===== src/rtl/branch_update_queue.sv =====
// Update side of the branch predictor: queues resolved branch outcomes from EX and
// drains them one per cycle into the predictor write port, with hazard, mispredict and stats outputs.
module branch_update_queue #(
    parameter int entry_num  = 256,
    parameter int addr_width = $clog2(entry_num),
    parameter int fifo_depth = 4,
    parameter int cnt_width  = 16
) (
    input  logic                  cpu_clk,
    input  logic                  cpu_rstn,
    input  logic                  branch_resolve_ex,
    input  logic [addr_width-1:0] branch_idx_ex,
    input  logic                  branch_taken_ex,
    input  logic                  branch_pred_ex,
    input  logic                  pred_valid_ex,
    input  logic                  predictor_hold,
    input  logic [addr_width-1:0] predictor_raddr,
    input  logic                  stats_clr,
    output logic                  upd_ready,
    output logic                  predictor_wen,
    output logic [addr_width-1:0] predictor_waddr,
    output logic                  predictor_wtaken,
    output logic                  raw_hazard,
    output logic                  mispredict,
    output logic                  overflow_err,
    output logic [cnt_width-1:0]  branch_cnt,
    output logic [cnt_width-1:0]  mispred_cnt
);
    localparam int SW = $clog2(fifo_depth);
    localparam int PW = SW + 1;
    localparam logic [PW-1:0] DEPTH = PW'(fifo_depth);

    logic [PW-1:0]         r_rptr;
    logic [PW-1:0]         r_wptr;
    logic [PW-1:0]         r_count;
    logic [addr_width-1:0] r_idx [fifo_depth];
    logic [fifo_depth-1:0] r_tkn;

    logic          w_push;
    logic          w_pop;
    logic          w_mis;
    logic          w_hit;
    logic [SW-1:0] w_off;

    function automatic logic [PW-1:0] next_ptr(input logic [PW-1:0] p);
        return (p == DEPTH - PW'(1)) ? '0 : p + PW'(1);
    endfunction

    function automatic logic [cnt_width-1:0] sat_inc(input logic [cnt_width-1:0] v);
        return (&v) ? v : v + cnt_width'(1);
    endfunction

    // Readiness looks only at registered occupancy, never at a same-cycle pop.
    assign upd_ready        = (r_count != DEPTH);
    assign predictor_wen    = (r_count != '0) && !predictor_hold;
    assign predictor_waddr  = r_idx[r_rptr[SW-1:0]];
    assign predictor_wtaken = r_tkn[r_rptr[SW-1:0]];

    assign w_push = branch_resolve_ex && upd_ready;
    assign w_pop  = predictor_wen;
    assign w_mis  = w_push && pred_valid_ex && (branch_pred_ex != branch_taken_ex);

    // A slot is live when its distance from the head is below the occupancy.
    always_comb begin
        w_hit = 1'b0;
        w_off = '0;
        for (int k = 0; k < fifo_depth; k++) begin
            w_off = SW'(k) - r_rptr[SW-1:0];
            if (({1'b0, w_off} < r_count) && (r_idx[k] == predictor_raddr))
                w_hit = 1'b1;
        end
    end
    assign raw_hazard = w_hit;

    always_ff @(posedge cpu_clk or negedge cpu_rstn) begin
        if (!cpu_rstn) begin
            r_rptr  <= '0;
            r_wptr  <= '0;
            r_count <= '0;
            r_tkn   <= '0;
            for (int i = 0; i < fifo_depth; i++) r_idx[i] <= '0;
        end else begin
            if (w_push) begin
                r_idx[r_wptr[SW-1:0]] <= branch_idx_ex;
                r_tkn[r_wptr[SW-1:0]] <= branch_taken_ex;
                r_wptr                <= next_ptr(r_wptr);
            end
            if (w_pop) r_rptr <= next_ptr(r_rptr);
            case ({w_push, w_pop})
                2'b10:   r_count <= r_count + PW'(1);
                2'b01:   r_count <= r_count - PW'(1);
                default: r_count <= r_count;
            endcase
        end
    end

    always_ff @(posedge cpu_clk or negedge cpu_rstn) begin
        if (!cpu_rstn) begin
            mispredict   <= 1'b0;
            overflow_err <= 1'b0;
            branch_cnt   <= '0;
            mispred_cnt  <= '0;
        end else begin
            mispredict <= w_mis;
            if (branch_resolve_ex && !upd_ready) overflow_err <= 1'b1;
            // Clear wins over a same-cycle increment.
            if (stats_clr) begin
                branch_cnt  <= '0;
                mispred_cnt <= '0;
            end else begin
                if (w_push) branch_cnt  <= sat_inc(branch_cnt);
                if (w_mis)  mispred_cnt <= sat_inc(mispred_cnt);
            end
        end
    end
endmodule


===== config.mk =====
export PLATFORM = sky130hd
export DESIGN_NAME = branch_update_queue
export DESIGN_NICKNAME = d
export VERILOG_FILES = /design/src/rtl/branch_update_queue.sv
export SDC_FILE = /design/constraint.sdc
export NUM_CORES = 1
export LEC_CHECK = 0
export CAP_MARGIN = 20
export CORE_ASPECT_RATIO = 1.2
export CORE_MARGIN = 2
export CORE_UTILIZATION = 49
export DETAILED_ROUTE_END_ITERATION = 10
export PLACE_DENSITY = 0.72
export SYNTH_ARGS = -nofsm -noshare
export SYNTH_HDL_FRONTEND = slang
export SYNTH_SLANG_ARGS = --single-unit

===== constraint.sdc =====
create_clock -name cpu_clk -period 2.45 [get_ports cpu_clk]
set_input_delay 0.49 -clock cpu_clk [delete_from_list [all_inputs] [get_ports cpu_clk]]
set_output_delay 0.49 -clock cpu_clk [all_outputs]
set_load 0.01 [all_outputs]

== Yosys cells after proc, flatten, opt, wreduce, memory -nomap -nowiden ==
Index checks and enable logic that the tools add are counted.
Cells by class
  add/sub/neg operators: 10
  $lt $le $gt $ge: 10
  bitwise logic cells: 2
  mux-type cells: 24
  reductions and logical operators: 21
  equality and inequality tests: 12
Operator list (number)
  $mux 16: 6
  $add 16x1->16 const B: 2
  $bwmux 32: 1
  $eq 8x8->1: 4
  $reduce_and 16->1: 2
  $mux 8: 3
  $bmux 8 s2: 1
  $demux 8 s2: 1
  $lt 2x3->1: 4
  $logic_and 1x1->1: 11
  $add 3x1->3 const B: 3
  $eq 3x2->1 const B: 2
  $ge 3x3->1 const B: 2
  $lt 2x3->1 const B: 2
  $mux 1: 6
  $mux 3: 2
  $not 2->3: 2
  $pmux 3 s2: 1
  $reduce_bool 2->1: 3
  $bwmux 4: 1
  $ne 2x2->1 const B: 2
  $reduce_and 2->1: 2
  $sub 1x2->2 const A: 2
  $sub 2x2->2 const A: 2
  other kinds (11): 12
Word-level totals
  output and inout bits: 46
  word-level logic and storage cells: 91
  register bits: 79
  bits of input ports: 24

== Longest topological paths before layout ==
Gate-level depths: netlist of run 1.
  word-level depth: 7
  mapped depth: 12
  depth with buffers taken out: 9

== Worst setup path after synthesis of run 1 ==
No wires, ideal clock.
  path kind: reg2reg
  start point: register r_count[0]
  end point: register r_count[2]
  slack: 112 ps
  data required time: 2371 ps
  data arrival time: 2259 ps
  buffers on the path: 2
  cell stages (with the launch flop): 12
  library setup time: 79 ps
  path through: dfrtp_1 or3b_1 buf_6 and2_4 buf_6 inv_6 ha_1 inv_1 fa_1 xor2_1 nor2_1 xor2_1
On the way
  cells in the longest elaborated chain, start to end: 4
  elaborated cells on any way between the ends: 10
RTL lines
  start, declared: line 35  | logic [PW-1:0] r_count;
  start signal, assigned: line 90  | 2'b10: r_count <= r_count + PW'(1);
  start signal, assigned: line 91  | 2'b01: r_count <= r_count - PW'(1);
  start signal, assigned: line 92  | default: r_count <= r_count;
  $ne 3x3->1 *: line 54  | assign upd_ready = (r_count != DEPTH);
  via upd_ready: line 19  | output logic upd_ready,
  $logic_and 1x1->1 *: line 59  | assign w_push = branch_resolve_ex && upd_ready;
  $eq 2x1->1 or $eq 2x2->1 (tied branches): line 89  | case ({w_push, w_pop})
  $pmux 3 s2 or $reduce_bool 2->1 (tied branches)
The timed path passes the listed nets; every way through them passes the cells marked *.
A chain may end at the register's enable or synchronous reset.

== Final worst setup path of run 1 ==
  start point: register r_rptr[0]
  end point: output port raw_hazard
On the way
  cells in the longest elaborated chain, start to end: 7
  elaborated cells on any way between the ends: 16
RTL lines
  start, declared: line 33  | logic [PW-1:0] r_rptr;
  start signal, assigned: line 88  | if (w_pop) r_rptr <= next_ptr(r_rptr);
  $sub 1x2->2: line 68  | w_off = SW'(k) - r_rptr[SW-1:0];
  $lt 2x3->1: line 69  | if (({1'b0, w_off} < r_count) && (r_idx[k] == predictor_raddr))
  $logic_and 1x1->1: line 69
  $mux 1 (3 in series): line 69
  $mux 1 *: line 69
  end, declared: line 23  | output logic raw_hazard,
Mark *: on every way between the ends. The rest lies on a longest branch, timed or not.

==> flow_metrics.tcl, run 1 <==
set metrics [dict create \
    status "finished clean" \
    max_slew_margin_pct 55.96 \
    worstMarginPinSlew_ps 654.5 \
    rr_endpoint "r_count[2]" \
    cp_num_buf_inv 2 \
    syn_inst 412 \
    cts_tree "built" \
    combPwrFrac_pct 43.6 \
    root_buffer "clkbuf_8" \
    p_per_area_nw_per_um2 934.5 \
    top_layer_used "met4" \
    hp-class "input port to async pin" \
    syn-num-nets 449 \
    syn_avg_cell_area_um2 11.12 \
    grt_pass1_wl_um 16680 \
    die_y_um 109.9 \
    finalCriticalPeriod_ps 2430 \
    p_clk_share_pct 18.0 \
    initial_core_util_pct 50.44 \
    synth_edf_count 0 \
    cp_top_family "adder cells" \
    fillCellCount 741 \
    regToRegStartpoint "r_count[0]" \
    overflow 0 \
    io_pins 70 \
    via_per_inst 5.659 \
    grtUsageTotal_pct 20.93 \
    first_iter_violations 141 \
    drc 0 \
    antenna_left 0 \
    yosysSeqAreaShare_pct 43.16 \
    critPathMaxStageDelay_ps 440 \
    ys_top_cells_by_area "dfrtp_1, mux2_2, xor2_1" \
    slew_violations 0 \
    wl_met2_um 5023 \
    dr.pass1.iters 4 \
    cpMaxStageDelayCell "dfrtp_2" \
    cts-buffers-inserted 9 \
    rsz0062_at_grt "yes" \
    cts.sinks 79 \
    final-setup-viol-count 0 \
    p_seq_share_pct 38.3 \
    ctsHtreeMaxLevel 3 \
    wl_per_cell_um 16.12 \
    final_common_cell "dfrtp_1" \
    num_rows 38 \
    clk_latency_ps 360 \
    yosysTopAreaCellShare_pct 43.16 \
    switchingPower_uw 1902 \
    startpoint_type "flip-flop" \
    yosys.area.top_type "dfrtp_1" \
    finalWeightedCongestion 0.9656 \
    syn_area_um2 4581 \
    regToRegSetupSlack_ps 180 \
    cts_hold_buf 0 \
    hold_viol_final 0 \
    syn_to_final_growth_pct 25.87 \
    worstPathRequired_ps 1960 \
    antenna_found_initial 0 \
    final_cells 619 \
    n_antenna_cell 0 \
    wl_met3_um 481 \
    period_share_pct 99.17 \
    fin_nets 531 \
    leakagePower_uw 0.002433 \
    cap_violations 0 \
    drt-total-wl_um 9979 \
    place_ws_ps -386.0 \
    swShare_pct 35.30 \
    drive_gt1_share_pct 23.65 \
    holdWs_ps 90.88 \
    first_global_vias 3441 \
    finClkSkew_ps 11.14 \
    crit_chain "ha_4, inv_1, ha_1, a21oi_2, o211ai_1, nand4_1, buf_2" \
    crit_path_max_fanout 2 \
    postSynth.asyncResetShare_pct 100.0 \
    setup_slack_ps 20.22 \
    r2r_cells 9 \
    via_count 3503 \
    worstSetupPathType "flip-flop to output pin" \
    core_um2 9081 \
    port_buffers 69 \
    hpwl_um 7127 \
    drt-met1-wl_um 4379 \
    p_int_uw 3486 \
    design.die.area_um2 10140 \
    vdd_drop_max_mv 0.3044 \
    grt_max_degree 51 \
    timing.fmax_mhz 411.6 \
    synth_top_flop_cell "dfrtp_1" \
    ys_warn_count 0 \
    clkTransAtPathRegs_ps 90 \
    cts_buffer_depth 2 \
    yosysUniqueCellTypes 50 \
    synth-seq-cells 79 \
    chipWidth_um 92.26 \
    final_cell_mix "dfrtp_1, clkdlybuf4s50_1, mux2_2, xor2_1, nor2_1" \
    critPathArrivalTime_ps 1940 \
    dp_cells 602 \
    cp-end-kind "output pin" \
]
==> worst max-delay path by stage <==
| stage | depth (start not counted) | from | slack, ps | to |
|---|---|---|---|---|
| 6_report | 7 | r_rptr[0] | 20 | raw_hazard |
| 3_5_place_dp | 6 | predictor_raddr[7] | -390 | raw_hazard |
| 5_1_grt | 6 | predictor_raddr[7] | -80 | raw_hazard |
| 3_3_place_gp | 6 | predictor_raddr[3] | -370 | raw_hazard |
| 4_1_cts | 3 | r_rptr[0] | -40 | predictor_waddr[0] |
| 2_1_floorplan | 11 | r_count[0] | 110 | r_count[2] |
==> cells by family after synthesis <==
kind of cell,after synthesis,synth area share (%)
AND/OR/NAND/NOR,144,18.63
flip-flops,79,43.16
multiplexers,64,17.92
AO/OA/AOI/OAI,48,6.528
XOR/XNOR,36,6.883
buffers and inverters,28,3.169
adder cells (fa/ha/maj),13,3.715
==> sequential cells by signal, summed over array words and instances (netlist names), 3 cells and up <==
signal       count
r_tkn            4
mispred_cnt     16
r_idx           32
r_rptr           3
r_count          3
r_wptr           3
branch_cnt      16
==> through the flow <==
stage | power [µW] | cell area, µm² | TNS [ps] | utilization, %
CTS | 5428 | 5700 | -293.8 | 62.77
global placement | 4293 | 5485 | -385.2 | 60.40
global route | 5755 | 5766 | -80.05 | 63.49
detailed placement | 4370 | 5485 | -617.2 | 60.40
finish | 5388 | 5766 | 0 | 63.49
floorplan | 3486 | 4581 | 0 | -
==> power by group through the flow <==
stage / Clock [µW] / Combinational, µW / Sequential (µW)
after floorplan: 0 / 1510 / 1980
after CTS: 1010 / 2370 / 2040
after global routing: 1060 / 2570 / 2120
final: 972 / 2350 / 2070
after detailed placement: 0 / 2300 / 2070
after global placement: 0 / 2250 / 2050
==> final cells by class <==
type | count | area, µm² | area share, %
multi-input cells | 305 | 2497 | 43.32
inverters | 13 | 53.80 | 0.9332
flip-flops and latches | 79 | 1979 | 34.33
clock inverters | 7 | 73.82 | 1.280
well taps | 120 | 150.1 | 2.604
repair buffers | 86 | 887.1 | 15.39
clock buffers | 9 | 123.9 | 2.148
==> synthesized netlist by cell type, types with 2 or more instances <==
cell type / count
nor2b_1: 18
nor3_1: 5
dfrtp_1: 79
clkbuf_1: 7
nand3_1: 11
nor4_1: 18
nor4b_1: 2
or3_1: 3
mux2_2: 54
mux4_2: 9
a21oi_1: 19
nor2_1: 25
and2_1: 3
o21ai_0: 9
o31ai_1: 7
nand2b_1: 3
or4_1: 7
and4_1: 3
buf_2: 4
ha_1: 12
buf_6: 4
nand2_1: 14
inv_1: 12
a211oi_1: 2
o211ai_1: 5
xor2_1: 35
nand2_2: 4
nand4_1: 12
and3_1: 5
==> metal layers <==
metal	global-route usage [%]	vias to the layer above
li1	-	1680
met2	35.14	105
met5	0	-
met3	4.112	9
met1	27.04	1709
met4	7.996	0
==> what timing repair did <==
action                                  in CTS  in global routing
resized for setup                            8                 18
cloned                                       0                  0
endpoints found under the setup margin      10                 11
pin swaps                                    1                  2
setup buffers                                1                  0
endpoints found under the hold margin        0                  0
No activity file was read; power rests on OpenSTA's default activity.
==> run 2: changes to the inputs <==
CELL_PAD_IN_SITES_DETAIL_PLACEMENT = 1   (was unset)
CELL_PAD_IN_SITES_GLOBAL_PLACEMENT = 1   (was unset)
CORE_UTILIZATION = 39   (was 49)
PLACE_DENSITY = 0.73   (was 0.72)
==> run 2 against run 1 <==
  * Critical path depth shrank 1
  * Hold slack improved by 29 ps
  * Global-route usage down 0.45 points
  * Total power grew 12%
  * Sequential cell count unchanged
  * Worst setup slack improved by 28 ps
  * Clock power rose by 47%
  * Combinational power increased by 7%
  * Sequential power hardly changed
  * Sequential share of layout area is 1.2 points lower
  * Design area rose by 3.7%
  * Critical path type is now input port to output pin
  * Critical endpoint unchanged
  * Largest cell class unchanged
  * Largest power group unchanged
==> flow_metrics.tcl, run 2 (same netlist as run 1, synthesis figures left out) <==
set metrics [dict create \
    status "finished clean" \
    first_global_vias 3927 \
    hold_viol_final 0 \
    crit_path_max_fanout 4 \
    drc 0 \
    grt_max_degree 51 \
    worstPathRequired_ps 1960 \
    antenna_found_initial 0 \
    setup_slack_ps 48.12 \
    worstMarginPinSlew_ps 735.3 \
    multiInputGateArea_um2 2497 \
    fin_nets 538 \
    cap_violations 0 \
    vdd_drop_max_mv 0.3809 \
    ctsHtreeMaxLevel 3 \
    drt-total-wl_um 12130 \
    drive_gt1_share_pct 24.31 \
    final_cell_mix "dfrtp_1, mux2_2, clkdlybuf4s50_1, xor2_1, nor2_1" \
    largest_register_ffs 32 \
    regToRegStartpoint "r_count[0]" \
    rr_endpoint "r_count[2]" \
    first_iter_violations 111 \
    cts-buffers-inserted 9 \
    final_common_cell "dfrtp_1" \
    final-setup-viol-count 0 \
    seq_area_um2 1979 \
    io_pins 70 \
    dr.pass1.iters 4 \
    startpoint_type "input port" \
    worstSetupPathType "input port to output pin" \
    place_ws_ps -404.4 \
    n_antenna_cell 0 \
    crit_cells 6 \
    port_buffers 69 \
    top_register "r_idx" \
    p_per_area_nw_per_um2 1011 \
    cp-end-kind "output pin" \
    wl_per_cell_um 18.30 \
    top_regs "r_idx: 32 flops, branch_cnt: 16 flops, mispred_cnt: 16 flops" \
    critPathArrivalTime_ps 1910 \
    rsz0062_at_grt "yes" \
    finalCriticalPeriod_ps 2402 \
    leakagePower_uw 0.002509 \
    initial_core_util_pct 39.78 \
    design.die.area_um2 12630 \
    die_y_um 122.7 \
    cts_buffer_depth 2 \
    total_power_uw 6042 \
    cts_tree "built" \
    clk_latency_ps 340 \
    chipWidth_um 102.9 \
    holdWs_ps 119.6 \
    clkTransAtPathRegs_ps 60 \
    core_um2 11510 \
    cts.sinks 79 \
    cp_top_family "buffers and inverters" \
    slew_violations 0 \
    crit_chain "clkdlybuf4s50_1, xor2_1, nor4_2, o211ai_1, nand4_1, buf_2" \
    finalWeightedCongestion 0.9032 \
    syn_to_final_growth_pct 30.54 \
    critPathMaxStageDelay_ps 510 \
    cp_num_buf_inv 2 \
    grt_pass1_wl_um 20040 \
    overflow 0 \
    max_slew_margin_pct 50.53 \
    cpMaxStageDelayCell "clkdlybuf4s50_1" \
    fillCellCount 1284 \
    grtUsageTotal_pct 20.48 \
    hp-class "input port to async pin" \
    num_rows 43 \
    period_share_pct 98.04 \
    root_buffer "clkbuf_16" \
    timing.fmax_mhz 416.3 \
    hpwl_um 8655 \
    finalSetupTns_ps 0 \
    fin_util_pct 51.93 \
    r2r_cells 9 \
    finClkSkew_ps 5.265 \
    via_count 3623 \
    antenna_left 0 \
    regToRegSetupSlack_ps 180 \
    via_per_inst 5.465 \
    critPathLaunch "predictor_raddr[6]" \
]
[run 2: cell types whose count changed in the layout (fill, tap and decap cells not counted), sizes merged]
cell,change
buf,+7
bufinv,+1
clkbuf,+1
clkdlybuf4s50,-5
clkinv,-3
clkinvlp,+1
dlygate4sd2,+7
dlymetal6s2s,-2
[run 2: how the worst max path moves through the flow]
| stage | to | slack [ps] |
|---|---|---|
| floorplan | r_count[2] | 110 |
| global placement | raw_hazard | -340 |
| detailed placement | raw_hazard | -400 |
| CTS | predictor_waddr[0] | -20 |
| global route | raw_hazard | -70 |
| finish | raw_hazard | 50 |
[run 2: worst register-to-register path: cells and delay by family (launching register included)]
| kind | cells | cell delay, ps |
|---|---|---|
| and+or+nand+nor | 3 | 770 |
| adders and majority gates | 2 | 540 |
| DFF | 1 | 450 |
| xor gates and xnor gates | 2 | 300 |
| buffers and inverters | 2 | 130 |
[run 2: through the flow]
stage / cells / instance area, µm²
2_1_floorplan: 412 / 4581
3_3_place_gp: 640 / 5539
3_5_place_dp: 640 / 5539
4_1_cts: 657 / 5883
5_1_grt: 663 / 5979
6_report: 663 / 5979
[run 2: area by class of cell]
cell class | instances | share of cell area [%]
Clock inverter | 6 | 1.423
Clock buffer | 10 | 3.829
Timing Repair Buffer | 93 | 15.69
Tap cell | 157 | 3.285
Sequential cell | 79 | 33.10
Multi-Input combinational cell | 305 | 41.77
Inverter | 13 | 0.8998
[run 2: power by group]
group	internal [µW]	switching, µW
sequential	1700	403
combinational	1400	1100
clock	889	545
total	3990	2050
[run 2: layer usage]
layer	wire length, µm	up-vias	global-route usage (%)	share of wire, %
li1	-	1693	-	-
met1	5182	1832	25.99	43
met2	6326	85	35.11	52
met3	469	13	4.328	3.9
met4	153	0	5.674	1.3
met5	0	-	0	0
[run 2: what timing repair did]
item	4_1_cts	5_1_grt
gates cloned	0	0
setup endpoints to repair	10	9
hold buffers	0	0
buffers inserted	1	6
resized for setup	19	11
pin swaps	1	2
==> run 3: changes to the inputs <==
CTS_BUF_LIST = sky130_fd_sc_hd__clkbuf_8 sky130_fd_sc_hd__clkbuf_16   (was unset)
REMOVE_ABC_BUFFERS = 1   (was unset)
==> run 3 against run 2 <==
  * Non-clock buffer count rose by 1
  * Register-to-register slack barely moved
  * Critical path depth rose by 1
==> flow_metrics.tcl, run 3 (same netlist as run 1, synthesis figures left out) <==
set metrics [dict create \
    critPathArrivalTime_ps 1960 \
    crit_path_max_fanout 2 \
    final_cell_mix "dfrtp_1, mux2_2, clkdlybuf4s50_1, xor2_1, nor2_1" \
    clk_latency_ps 340 \
    wl_per_cell_um 18.07 \
    drive_gt1_share_pct 24.65 \
    hp-class "input port to async pin" \
    max_slew_margin_pct 53.55 \
    drt-total-wl_um 12000 \
    ctsHtreeMaxLevel 3 \
    period_share_pct 99.85 \
    holdWs_ps 97.91 \
    top_regs "r_idx: 32 flops, branch_cnt: 16 flops, mispred_cnt: 16 flops" \
    rsz0062_at_grt "yes" \
    largest_register_ffs 32 \
    cp-end-kind "output pin" \
    cts_hold_buf 0 \
    cap_violations 0 \
    timing.fmax_mhz 408.8 \
    setup_slack_ps 3.779 \
    core_um2 11510 \
    cts_buffer_depth 2 \
    grtUsageTotal_pct 19.90 \
    via_count 3589 \
    root_buffer "clkbuf_16" \
    grt_pass1_wl_um 19530 \
    fin_area_um2 5964 \
    design.die.area_um2 12630 \
    first_global_vias 3896 \
    initial_core_util_pct 39.78 \
    drc 0 \
    leakagePower_uw 0.002512 \
    die_y_um 122.7 \
    via_per_inst 5.405 \
    grt_max_degree 51 \
    antenna_left 0 \
    startpoint_type "flip-flop" \
    worstSetupPathType "flip-flop to output pin" \
    overflow 0 \
    chipWidth_um 102.9 \
    fillCellCount 1293 \
    place_ws_ps -451.8 \
    cts.sinks 79 \
    status "finished clean" \
    cts_tree "built" \
    clkTransAtPathRegs_ps 70 \
    final_common_cell "dfrtp_1" \
    io_pins 70 \
    finClkSkew_ps 6.286 \
    dr.pass1.iters 4 \
    p_per_area_nw_per_um2 1002 \
    fin_nets 539 \
    syn_to_final_growth_pct 30.21 \
    placed_area_um2 5549 \
    num_rows 43 \
    hpwl_um 8643 \
    cts-buffers-inserted 9 \
    antenna_found_initial 0 \
    slew_violations 0 \
    worstPathRequired_ps 1960 \
    worstMarginPinSlew_ps 690.4 \
    n_antenna_cell 0 \
    port_buffers 69 \
    finalWeightedCongestion 1.008 \
    vdd_drop_max_mv 0.4294 \
    top_register "r_idx" \
    hold_viol_final 0 \
    finalCriticalPeriod_ps 2446 \
    final-setup-viol-count 0 \
    first_iter_violations 66 \
]
run 3: cell count changes in the layout (fill, tap and decap cells not counted), sizes merged:
cell | previous run | this run
clkdlybuf4s50 | 53 | 52
dlygate4sd2 | 7 | 6
inv | 13 | 15
clkbuf | 10 | 9
dlymetal6s2s | 7 | 9
bufinv | 2 | 1
buf | 26 | 27
run 3: stage by stage:
step	TNS (ps)	power, µW	std cells	utilization (%)
finish	0	5974	664	51.80
CTS	-13.44	5995	660	51.13
floorplan	0	3418	397	-
detailed placement	-658.0	4488	643	48.20
global route	-71.05	6347	664	51.80
global placement	-500.2	4349	643	48.20
run 3: path summary, 6_finish.rpt:
| check | from | end | slack, ps | cells after the start |
|---|---|---|---|---|
| max | r_rptr[0] | raw_hazard | 4 | 7 |
| max in group asynchronous | cpu_rstn | mispred_cnt[1] | 1740 | 2 |
| min in group cpu_clk | overflow_err | overflow_err | 480 | 1 |
| min reg2reg | overflow_err | overflow_err | 480 | 1 |
| max reg2reg | r_count[1] | r_count[2] | 190 | 10 |
| min | cpu_rstn | r_idx[24] | 100 | 1 |
run 3: per-layer routing:
metal	part of all wire, %	track usage [%]	wire [µm]
met1	44	24.84	5277
met2	51	34.78	6152
met3	3.0	3.360	356
met4	1.8	6.332	212
met5	0	0	0
run 3: cell type report:
cell class	instances	area [µm²]	share of cell area (%)
Clock buffer	9	225.2	3.776
Clock inverter	7	80.08	1.343
Tap cell	157	196.4	3.293
Inverter	13	53.80	0.9020
Sequential cell	79	1978	33.17
Timing Repair Buffer	94	927.1	15.54
Multi-Input combinational cell	305	2504	41.98
run 3: critical path, cell delays in order (launching register included):
cell and delay [ps]:
dfrtp_1 430, ha_4 290, inv_1 50, ha_1 280, a21oi_2 210, o211ai_1 120
nand4_1 100, buf_2 130
run 3: where the power goes:
part	total, µW	leakage (µW)	switching [µW]	internal [µW]
sequential	2080	0.00101	379	1700
combinational	2510	0.00136	1130	1370
clock	1390	0.000143	588	801
total	5970	0.00251	2100	3870
run 3: timing repair:
item	CTS	global route
resized for setup	18	13
cloned	0	0
setup endpoints to repair	10	10
buffers inserted	1	4
pin swaps	3	1
